$ cat src/rtl/lap_memory_pkg.sv
// Shared types and constants for the lap/split recorder.
package lap_pkg;

  localparam int DIGIT_W = 4;

  typedef enum logic [1:0] {
    LIVE   = 2'd0,
    HOLD   = 2'd1,
    RECALL = 2'd2
  } state_t;

endpackage

$ cat src/rtl/lap_memory_if.sv
// Time, button and display bundle between the stopwatch controller and lap_memory.
interface lap_memory_if import lap_pkg::*; #(
  parameter int NDIGITS = 4,
  parameter int DEPTH   = 8
);
  localparam int DATA_W = DIGIT_W * NDIGITS;
  localparam int CNT_W  = $clog2(DEPTH + 1);
  localparam int IDX_W  = $clog2(DEPTH);

  logic [DATA_W-1:0] time_in;
  logic              start;
  logic              stop;
  logic              lapButton;
  logic              recallButton;
  logic              clearButton;
  logic [DATA_W-1:0] display;
  logic [CNT_W-1:0]  lap_count;
  logic [IDX_W-1:0]  recall_idx;
  logic              showing_lap;
  logic              full;

  modport master (
    output time_in, start, stop, lapButton, recallButton, clearButton,
    input  display, lap_count, recall_idx, showing_lap, full
  );

  modport slave (
    input  time_in, start, stop, lapButton, recallButton, clearButton,
    output display, lap_count, recall_idx, showing_lap, full
  );
endinterface

$ cat src/rtl/lap_memory_rise_detect.sv
// Single-bit rising-edge detector; history resets high so a level held through reset is not an edge.
module rise_detect (
  input  logic clk,
  input  logic reset,
  input  logic level,
  output logic rise
);

  logic hist_q;

  always_ff @(posedge clk or negedge reset) begin
    if (!reset) hist_q <= 1'b1;
    else        hist_q <= level;
  end

  assign rise = level & ~hist_q;

endmodule

$ cat src/rtl/lap_memory.sv
// Lap/split recorder: circular lap store, hold-on-lap display and recall stepping.
module lap_memory import lap_pkg::*; #(
  parameter int NDIGITS = 4,
  parameter int DEPTH   = 8
) (
  input  logic       clk,
  input  logic       reset,
  lap_memory_if.slave bus
);

  localparam int DATA_W = DIGIT_W * NDIGITS;
  localparam int CNT_W  = $clog2(DEPTH + 1);
  localparam int IDX_W  = $clog2(DEPTH);
  localparam logic [CNT_W-1:0] FULL_CNT = CNT_W'(DEPTH);

  logic start_r, stop_r, lap_r, recall_r, clear_r;

  rise_detect u_start  (.clk(clk), .reset(reset), .level(bus.start),        .rise(start_r));
  rise_detect u_stop   (.clk(clk), .reset(reset), .level(bus.stop),         .rise(stop_r));
  rise_detect u_lap    (.clk(clk), .reset(reset), .level(bus.lapButton),    .rise(lap_r));
  rise_detect u_recall (.clk(clk), .reset(reset), .level(bus.recallButton), .rise(recall_r));
  rise_detect u_clear  (.clk(clk), .reset(reset), .level(bus.clearButton),  .rise(clear_r));

  state_t            state_q, state_d;
  logic [CNT_W-1:0]  count_q, count_d;
  logic [IDX_W-1:0]  wr_ptr_q, wr_ptr_d;
  logic [IDX_W-1:0]  idx_q, idx_d;
  logic [DATA_W-1:0] display_q, display_d;
  logic [DATA_W-1:0] hold_q;
  logic [DATA_W-1:0] mem [DEPTH];
  logic              showing_q, full_q;
  logic              capture;

  // Logical lap index -> physical slot; wraps naturally in IDX_W bits.
  function automatic logic [IDX_W-1:0] phys(input logic [IDX_W-1:0] ptr,
                                            input logic [CNT_W-1:0] cnt,
                                            input logic [IDX_W-1:0] i);
    return ptr - cnt[IDX_W-1:0] + i;
  endfunction

  always_comb begin
    state_d  = state_q;
    count_d  = count_q;
    wr_ptr_d = wr_ptr_q;
    idx_d    = idx_q;
    capture  = 1'b0;
    if (clear_r) begin
      state_d  = LIVE;
      count_d  = '0;
      wr_ptr_d = '0;
      idx_d    = '0;
    end else if (lap_r) begin
      capture  = 1'b1;
      wr_ptr_d = wr_ptr_q + IDX_W'(1);
      if (count_q != FULL_CNT) count_d = count_q + CNT_W'(1);
      state_d  = HOLD;
    end else if ((start_r || stop_r) && state_q != LIVE) begin
      state_d = LIVE;
    end else if (recall_r && count_q != '0) begin
      if (state_q == RECALL) begin
        idx_d = (CNT_W'(idx_q) == count_q - CNT_W'(1)) ? '0 : idx_q + IDX_W'(1);
      end else begin
        state_d = RECALL;
        idx_d   = '0;
      end
    end

    // Recall never coincides with a capture, so the current pointer/count address the store.
    case (state_d)
      HOLD:    display_d = capture ? bus.time_in : hold_q;
      RECALL:  display_d = mem[phys(wr_ptr_q, count_q, idx_d)];
      default: display_d = bus.time_in;
    endcase
  end

  always_ff @(posedge clk or negedge reset) begin
    if (!reset) begin
      state_q   <= LIVE;
      count_q   <= '0;
      wr_ptr_q  <= '0;
      idx_q     <= '0;
      display_q <= '0;
      showing_q <= 1'b0;
      full_q    <= 1'b0;
    end else begin
      state_q   <= state_d;
      count_q   <= count_d;
      wr_ptr_q  <= wr_ptr_d;
      idx_q     <= idx_d;
      display_q <= display_d;
      showing_q <= (state_d != LIVE);
      full_q    <= (count_d == FULL_CNT);
    end
  end

  always_ff @(posedge clk) begin
    if (capture) begin
      mem[wr_ptr_q] <= bus.time_in;
      hold_q        <= bus.time_in;
    end
  end

  assign bus.display     = display_q;
  assign bus.lap_count   = count_q;
  assign bus.recall_idx  = idx_q;
  assign bus.showing_lap = showing_q;
  assign bus.full        = full_q;

endmodule
$ cat src/flat_wrapper.sv
// flat-port wrapper written by rule: the top's interface ports become plain ports
module lap_memory_flat import lap_pkg::*;
#(
  parameter int NDIGITS = 4,
  parameter int DEPTH   = 8
)
  (clk, reset, bus_time_in, bus_start, bus_stop, bus_lapButton, bus_recallButton, bus_clearButton, bus_display, bus_lap_count, bus_recall_idx, bus_showing_lap, bus_full);
  lap_memory_if #(.NDIGITS(NDIGITS), .DEPTH(DEPTH)) bus_i ();
  input  logic clk;
  input  logic reset;
  input wire logic [$bits(bus_i.time_in)-1:0] bus_time_in;
  input wire logic [$bits(bus_i.start)-1:0] bus_start;
  input wire logic [$bits(bus_i.stop)-1:0] bus_stop;
  input wire logic [$bits(bus_i.lapButton)-1:0] bus_lapButton;
  input wire logic [$bits(bus_i.recallButton)-1:0] bus_recallButton;
  input wire logic [$bits(bus_i.clearButton)-1:0] bus_clearButton;
  output wire logic [$bits(bus_i.display)-1:0] bus_display;
  output wire logic [$bits(bus_i.lap_count)-1:0] bus_lap_count;
  output wire logic [$bits(bus_i.recall_idx)-1:0] bus_recall_idx;
  output wire logic [$bits(bus_i.showing_lap)-1:0] bus_showing_lap;
  output wire logic [$bits(bus_i.full)-1:0] bus_full;
  assign bus_i.time_in = bus_time_in;
  assign bus_i.start = bus_start;
  assign bus_i.stop = bus_stop;
  assign bus_i.lapButton = bus_lapButton;
  assign bus_i.recallButton = bus_recallButton;
  assign bus_i.clearButton = bus_clearButton;
  assign bus_display = bus_i.display;
  assign bus_lap_count = bus_i.lap_count;
  assign bus_recall_idx = bus_i.recall_idx;
  assign bus_showing_lap = bus_i.showing_lap;
  assign bus_full = bus_i.full;
  lap_memory #(.NDIGITS(NDIGITS), .DEPTH(DEPTH)) u_core (.clk(clk), .reset(reset), .bus(bus_i));
endmodule
$ cat config.mk
export PLATFORM = sky130hd
export DESIGN_NAME = lap_memory_flat
export DESIGN_NICKNAME = d
export VERILOG_FILES = /design/src/rtl/lap_memory_pkg.sv /design/src/rtl/lap_memory_if.sv /design/src/rtl/lap_memory_rise_detect.sv /design/src/rtl/lap_memory.sv /design/src/flat_wrapper.sv
export SDC_FILE = /design/constraint.sdc
export NUM_CORES = 1
export LEC_CHECK = 0
export BUFFER_PORTS_ARGS = -buffer_cell sky130_fd_sc_hd__buf_2
export CAP_MARGIN = 10
export CORE_AREA = 2 2 144 104
export DETAILED_ROUTE_END_ITERATION = 8
export DIE_AREA = 0 0 146 106
export PLACE_DENSITY = 0.78
export SETUP_SLACK_MARGIN = 0.4
export SLEW_MARGIN = 20
export SYNTH_ARGS = -nofsm -noshare
export SYNTH_HDL_FRONTEND = slang
export SYNTH_HIERARCHICAL = 1
export SYNTH_SLANG_ARGS = --single-unit
$ cat constraint.sdc
create_clock -name clk -period 5.8 [get_ports clk]
set_input_delay 1.16 -clock clk [delete_from_list [all_inputs] [get_ports clk]]
set_output_delay 1.16 -clock clk [all_outputs]
set_load 0.05 [all_outputs]
==> summary.txt, run 1 <==
uppermost routed layer - met4
Max Clock Freq - 194 MHz
final core utilization - 61.2%
worst hold slack - 0.452 ns
number of global-route vias before repair - 4752
floorplan die area - 0.0155 sq mm
worst-case clock skew - 0.00671 ns
sequential share of the synthesized area - 66.3%
mapped cell area - 0.00761 sq mm
most used flip-flop cell after synthesis - edfxtp_1
result of the run - finished, final reports clean
cell count after synthesis - 516
leading cell type by number of instances after synthesis - edfxtp_1
Total Negative Setup Slacks - 0 ns
GRT Resource Usage Total - 22.2%
DR pass1 iterations - 6
largest voltage drop on the vdd net - 0.234 mV
count of boundary I/O pins - 48
share of synthesized registers carrying an async set or reset - 19.6%
WL met3 - 1.14 mm
wire length per cell after detailed routing - 20.7 um
tightest slew margin relative to the limit - 36.1%
mean area per synthesized cell - 14.8 sq um
max capacitance violation total - 0
count of buffers from port buffering - 47
die extent in y - 106 um
multi-input combinational cell area - 0.00241 sq mm
Post-Route WL - 16.1 mm
clock root buffer - clkbuf_16
# nets final - 601
Worst Max-Slew Pin Slew - 0.959 ns
Post-CTS Setup Inserts - 0
total of warnings raised by yosys - 6
deepest level of the CTS H-tree - 4
pin count of the biggest net entering global routing - 49
shortest clock period the worst path allows after layout - 5.16 ns
grt total ovfl - 0
share of the synthesized area in the top cell type - 50.5%
initial antenna violation count - 0
register area - 0.00505 sq mm
number of failing setup endpoints in the final timing report - 0
die width - 146 um
worst skew pair latency - 0.41 ns
cell type contributing the most total cell area after synthesis - edfxtp_1
RSZ-0062 raised after global routing - false
final-layout fill cell count - 1038
relative area change from synthesis to final layout - 14.6%
# DRC - 0
WP data required - 6.07 ns
count of flip-flops with a built-in enable after synthesis - 128
iteration-0 DRC count of the detailed router - 499
power density over the cells - 456 mW/mm^2
final slew viol count - 0
register bit count reported by yosys - 179
final weighted congestion in routability-driven placement - 0.834
number of hold-slack violations in the final timing report - 0
worst-case clock buffer depth - 2
effective utilization at floorplan - 53.4%
routed length on met2 - 7.95 mm
Setup crit end kind - register
antenna diode count - 0
Setup Crit Path Kind - in2reg
post-synth net total - 550
Sink Count - 179
list of most frequent post-synthesis cells - edfxtp_1 (128), nand2_1 (93), mux4_2 (32)
hold buffers post-CTS - 0
share of final-layout standard cells stronger than drive strength 1 - 27.1%
Worst-path clk slew - 0.06 ns
first-pass GRT wire length - 25.7 mm
number of vias per cell - 5.93
met1 routed wirelength after detailed routing - 6.69 mm
Std-Cell Core Area - 0.0143 sq mm
crit path max fanout - 16
cells resized by post-CTS repair - 0
count of nets left with antenna violations after detail routing - 0
final clock period utilization by the worst path - 89.0%
row cnt - 37
biggest area contributors in the synthesized netlist - edfxtp_1 (51%), dfrtp_1 (9.9%), mux4_2 (9.5%)
number of CTS-inserted buffers - 17
hold crit path type - reg2reg
static leakage - 3.23 nW
Critical Path AT - 5.43 ns
sort of element at the start of the critical path - input port
post-detailed-placement half-perimeter wirelength - 9.65 mm
TritonCTS clock tree - done
number of distinct standard cells referenced by the synthesized netlist - 47
DR vias - 4592
==> report_power, final <==
| group | switching (mW) | internal (mW) |
|---|---|---|
| Clock | 0.455 | 0.717 |
| Sequential | 0.0500 | 1.46 |
| Combinational | 0.831 | 0.465 |
==> logic make-up (layout without fill, tap and decap cells) <==
family / after synthesis / after routing / synth area share [%]
XOR/XNOR: 10 / 10 / 1.25
AND/OR/NAND/NOR: 170 / 170 / 10.9
AO/OA/AOI/OAI: 67 / 67 / 7.04
multiplexers: 36 / 36 / 10.0
buffers and inverters: 43 / 107 / 2.50
adder cells (fa/ha/maj): 11 / 11 / 2.01
flip-flops: 179 / 179 / 66.3
==> metrics by stage <==
stage                     power [mW]  setup WS [ns]  instance area, sq um  std cells
after global routing            4.14          0.409                  8720        775
after detailed placement        2.82          0.279                  8110        743
after CTS                       4.00          0.691                  8720        775
after floorplan                 2.49          0.944                  7610        516
after global placement          2.79          0.485                  8110        743
final                           3.98          0.641                  8720        775
==> critical path, stage by stage <==
cell and delay, ns:
buf_2 0.10, nor2b_4 0.12, o22a_1 0.21, or4b_1 0.64, nor2_1 0.14, nand2_1 0.07, a21o_1 0.20, ha_1 0.27
inv_1 0.06, ha_2 0.15, inv_1 0.05, fa_1 0.43, xnor2_1 0.18, xnor2_2 0.37, nor4_1 0.10, o211ai_1 0.22
o2111ai_4 0.49, o211ai_1 0.35, nand3_1 0.12
==> cell usage in the layout, fill, tap and decap left out, types with 16 or more instances in the layout <==
cell type / count
edfxtp_1: 128
nand2_1: 93
buf_2: 47
mux4_2: 32
dfrtp_1: 30
o21ai_0: 21
o21a_1: 18
clkbuf_16: 17
nand3_1: 17
nor2_1: 16
nand4_1: 16
dfxtp_1: 16
==> state kept, by name (all words and copies together), names as in the netlist <==
name                    flops
u_core/bus.lap_count        4
u_core/mem                128
u_core/u_lap/hist_q         1
u_core/state_q              2
u_core/bus.display         16
u_core/bus.showing_lap      1
u_core/bus.recall_idx       3
u_core/bus.full             1
u_core/wr_ptr_q             3
u_core/u_stop/hist_q        1
u_core/u_start/hist_q       1
u_core/hold_q              16
u_core/u_recall/hist_q      1
u_core/u_clear/hist_q       1
==> final cells by class <==
type	instances	area share, %
multi-input combinational	294	27.6
tap	195	2.80
clock buffer	17	4.88
inverter	13	0.560
clock inverter	15	2.15
sequential	179	57.9
timing repair buffer	62	4.13
==> final timing paths <==
check	end	slack [ns]	from	depth (start not counted)
min	u_core/hold_q[13]$_DFF_P_	0.45	u_core/hold_q[13]$_DFF_P_	2
min reg2reg	u_core/hold_q[13]$_DFF_P_	0.45	u_core/hold_q[13]$_DFF_P_	2
max reg2reg	u_core/bus.display[14]$_DFF_PN0_	0.70	u_core/bus.lap_count[0]$_DFF_PN0_	19
max	u_core/bus.display[14]$_DFF_PN0_	0.64	bus_stop	19
min in group asynchronous	u_core/bus.lap_count[0]$_DFF_PN0_	0.85	reset	1
max in group asynchronous	u_core/bus.display[14]$_DFF_PN0_	4.41	reset	1
==> per-layer routing <==
metal / vias up / track usage [%]
met5: - / 0
met1: 2335 / 30.6
met4: 0 / 7.70
li1: 2036 / -
met3: 28 / 4.33
met2: 193 / 35.8
(Power assumes the default switching activity.)
==> run 2: changes to the inputs <==
- BUFFER_PORTS_ARGS: -buffer_cell sky130_fd_sc_hd__buf_2 -> -buffer_cell sky130_fd_sc_hd__clkbuf_2
- CORE_AREA: 2 2 144 104 -> 2 2 159 114
- DIE_AREA: 0 0 146 106 -> 0 0 161 116
- PLACE_DENSITY: 0.78 -> 0.67
==> summary.txt, run 2 (synthesis gave the netlist of run 1 again) <==
result of the run - finished, final reports clean
number of global-route vias before repair - 4549 (-4.3%)
cell area after layout - 0.00880 sq mm (+0.92%)
number of CTS-inserted buffers - 17 (unchanged)
initial antenna violation count - 0 (unchanged)
net switching power figure - 1.37 mW (+2.6%)
DR vias - 4546 (-1.0%)
Critical Path End - u_core/bus.display[8]$_DFF_PN0_
CP bufs+invs - 3 (unchanged)
area post-placement - 0.00814 sq mm (+0.37%)
switch share - 33.5% (-0.073 points)
pin count of the biggest net entering global routing - 49 (unchanged)
DR pass1 iterations - 5 (-1)
first-pass GRT wire length - 26.3 mm (+2.3%)
WP data required - 6.15 ns (+0.08 ns)
count of buffers from port buffering - 47 (unchanged)
hold crit path type - reg2reg
grt total ovfl - 0 (unchanged)
delay contributed by the slowest stage of the critical path - 0.64 ns (about the same)
GRT Resource Usage Total - 19.3% (-2.9 points)
Worst-path clk slew - 0.06 ns (about the same)
power density over the cells - 465 mW/mm^2 (+1.8%)
sort of element at the start of the critical path - input port
max capacitance violation total - 0 (unchanged)
antenna diode count - 0 (unchanged)
die width - 161 um (+10%)
Max Clock Freq - 199 MHz (+2.5%)
CP Cell Sequence - clkbuf_2 > nor2b_4 > o22a_1 > or4b_1 > nor2_1 > nand2_1 > a21o_1 > ha_1 > inv_1 > ha_2 > inv_1 > fa_1 > xnor2_1 > xnor2_2 > nor4_1 > a31oi_4 > o2111a_2 > nand4_1 > nand3_1
max reg flops - 128 (unchanged)
number of vias per cell - 5.61 (-5.4%)
number of failing setup endpoints in the final timing report - 0 (unchanged)
final clock period utilization by the worst path - 86.8% (-2.2 points)
# nets final - 601 (unchanged)
share of final-layout standard cells stronger than drive strength 1 - 27.2% (+0.17 points)
logic gate share of total power - 32.7% (about the same)
Worst Max-Slew Pin Slew - 0.994 ns (+0.0346 ns)
CP startpoint - bus_stop
Clock power frac - 30.3% (+0.8 points)
count of boundary I/O pins - 48 (unchanged)
post-detailed-placement half-perimeter wirelength - 9.86 mm (+2.2%)
Total Negative Setup Slacks - 0 ns (unchanged)
Internal Dissipation - 2.72 mW (+2.9%)
deepest level of the CTS H-tree - 4 (unchanged)
static leakage - 3.24 nW (+0.45%)
number of hold-slack violations in the final timing report - 0 (unchanged)
Critical Path Most Common Cell - inv_1
wire length per cell after detailed routing - 20.4 um (-1.4%)
Setup crit end kind - register
worst-case clock buffer depth - 2 (unchanged)
hold buffers post-CTS - 0 (unchanged)
worst skew pair latency - 0.43 ns (+0.02 ns)
relative area change from synthesis to final layout - 15.6%
cell type group with the largest total delay on the critical path - simple AND/OR/NAND/NOR gates
commonest non-fill, non-tap cells in the layout - edfxtp_1 (128), nand2_1 (93), clkbuf_2 (47)
worst-case clock skew - 0.00650 ns (-0.000206 ns)
capturing point of the worst reg2reg path - u_core/bus.display[8]$_DFF_PN0_
slowest stage cell on the critical path - or4b_1
crit path max fanout - 16 (unchanged)
Std-Cell Core Area - 0.0170 sq mm (+19%)
iteration-0 DRC count of the detailed router - 413 (-17%)
# DRC - 0 (unchanged)
RSZ-0062 raised after global routing - false
total number of cells along the worst setup path - 19 (unchanged)
clock root buffer - clkbuf_16
tightest slew margin relative to the limit - 33.8% (-2.3 points)
TritonCTS clock tree - done
Setup Crit Path Kind - in2reg
depth of the worst register-to-register path - 19 (unchanged)
Critical Path AT - 5.38 ns (-0.05 ns)
effective utilization at floorplan - 44.7% (-8.7 points)
die extent in y - 116 um (+9.4%)
largest voltage drop on the vdd net - 0.290 mV (+24%)
Sink Count - 179 (unchanged)
share of total power in sequential cells - 37.0% (-1.0 points)
final weighted congestion in routability-driven placement - 0.785 (-5.9%)
Largest Register - u_core/mem
most frequent standard cell in the layout excluding fill and tap cells - edfxtp_1
count of nets left with antenna violations after detail routing - 0 (unchanged)
Post-Route WL - 16.6 mm (+3.2%)
row cnt - 40 (+8.1%)
reg2reg start - u_core/bus.lap_count[0]$_DFF_PN0_
setup slack of the most critical reg-to-reg path - 0.80 ns (+0.10 ns)
final slew viol count - 0 (unchanged)
floorplan die area - 0.0187 sq mm (+21%)
shortest clock period the worst path allows after layout - 5.03 ns (-0.126 ns)
[run 2: cell count changes in the layout (fill, tap and decap cells not counted)]
cell and change:
buf_12 +1, buf_2 -47, buf_4 -1, bufinv_16 +1, clkbuf_1 +4, clkbuf_2 +47, clkbuf_8 +1, clkinv_1 -5
clkinv_2 +2, clkinv_4 -2, clkinvlp_4 +1, inv_6 -2
[run 2: layout make-up]
class,count,area (sq um)
Clock buffer,22,454
Inverter,13,48.8
Timing Repair Buffer,62,373
Fill cell,1439,8220
Tap cell,231,289
Sequential cell,179,5050
Multi-Input combinational cell,294,2410
Clock inverter,10,181
[run 2: worst min path at each step]
stage	startpoint	end	slack (ns)	depth (start not counted)
final	u_core/hold_q[9]$_DFF_P_	u_core/hold_q[9]$_DFF_P_	0.45	2
after global routing	u_core/hold_q[13]$_DFF_P_	u_core/hold_q[13]$_DFF_P_	0.47	2
after floorplan	u_core/hold_q[0]$_DFF_P_	u_core/hold_q[0]$_DFF_P_	0.42	2
after CTS	u_core/hold_q[9]$_DFF_P_	u_core/hold_q[9]$_DFF_P_	0.45	2
after detailed placement	u_core/hold_q[9]$_DFF_P_	u_core/hold_q[9]$_DFF_P_	0.43	2
after global placement	u_core/hold_q[9]$_DFF_P_	u_core/hold_q[9]$_DFF_P_	0.43	2
[run 2: power groups by stage]
stage / clock (mW) / sequential, mW / combinational (mW)
2_1_floorplan: 0 / 1.66 / 0.829
4_1_cts: 1.26 / 1.52 / 1.30
3_5_place_dp: 0 / 1.54 / 1.30
6_report: 1.24 / 1.52 / 1.34
3_3_place_gp: 0 / 1.54 / 1.27
5_1_grt: 1.32 / 1.52 / 1.42
[run 2: metrics by stage]
step | setup slack [ns] | hold WS [ns] | utilization, % | total power, mW | instances
6_report | 0.767 | 0.453 | 51.7 | 4.09 | 811
5_1_grt | 0.533 | 0.467 | 51.7 | 4.26 | 811
4_1_cts | 0.684 | 0.450 | 51.6 | 4.08 | 809
3_5_place_dp | 0.264 | 0.433 | 47.8 | 2.84 | 777
3_3_place_gp | 0.448 | 0.428 | 47.8 | 2.81 | 777
2_1_floorplan | 0.944 | 0.419 | - | 2.49 | 516
[run 2: per-layer routing]
layer / track usage [%] / routed length (um) / vias up
met5: 0 / 0 / -
met4: 6.79 / 274 / 0
met3: 4.97 / 1030 / 19
met2: 29.7 / 7630 / 144
met1: 26.9 / 7640 / 2349
li1: - / - / 2034
[run 2: worst min-delay path, cell delays in order, from the launching register on]
cell and delay, ns:
dfxtp_1 0.30, nand2_1 0.05, nand2_1 0.06
[run 2: repair_timing]
action                     in CTS  in global routing
buffers inserted                0                  2
resized for setup               0                  0
setup endpoints to repair       0                  1
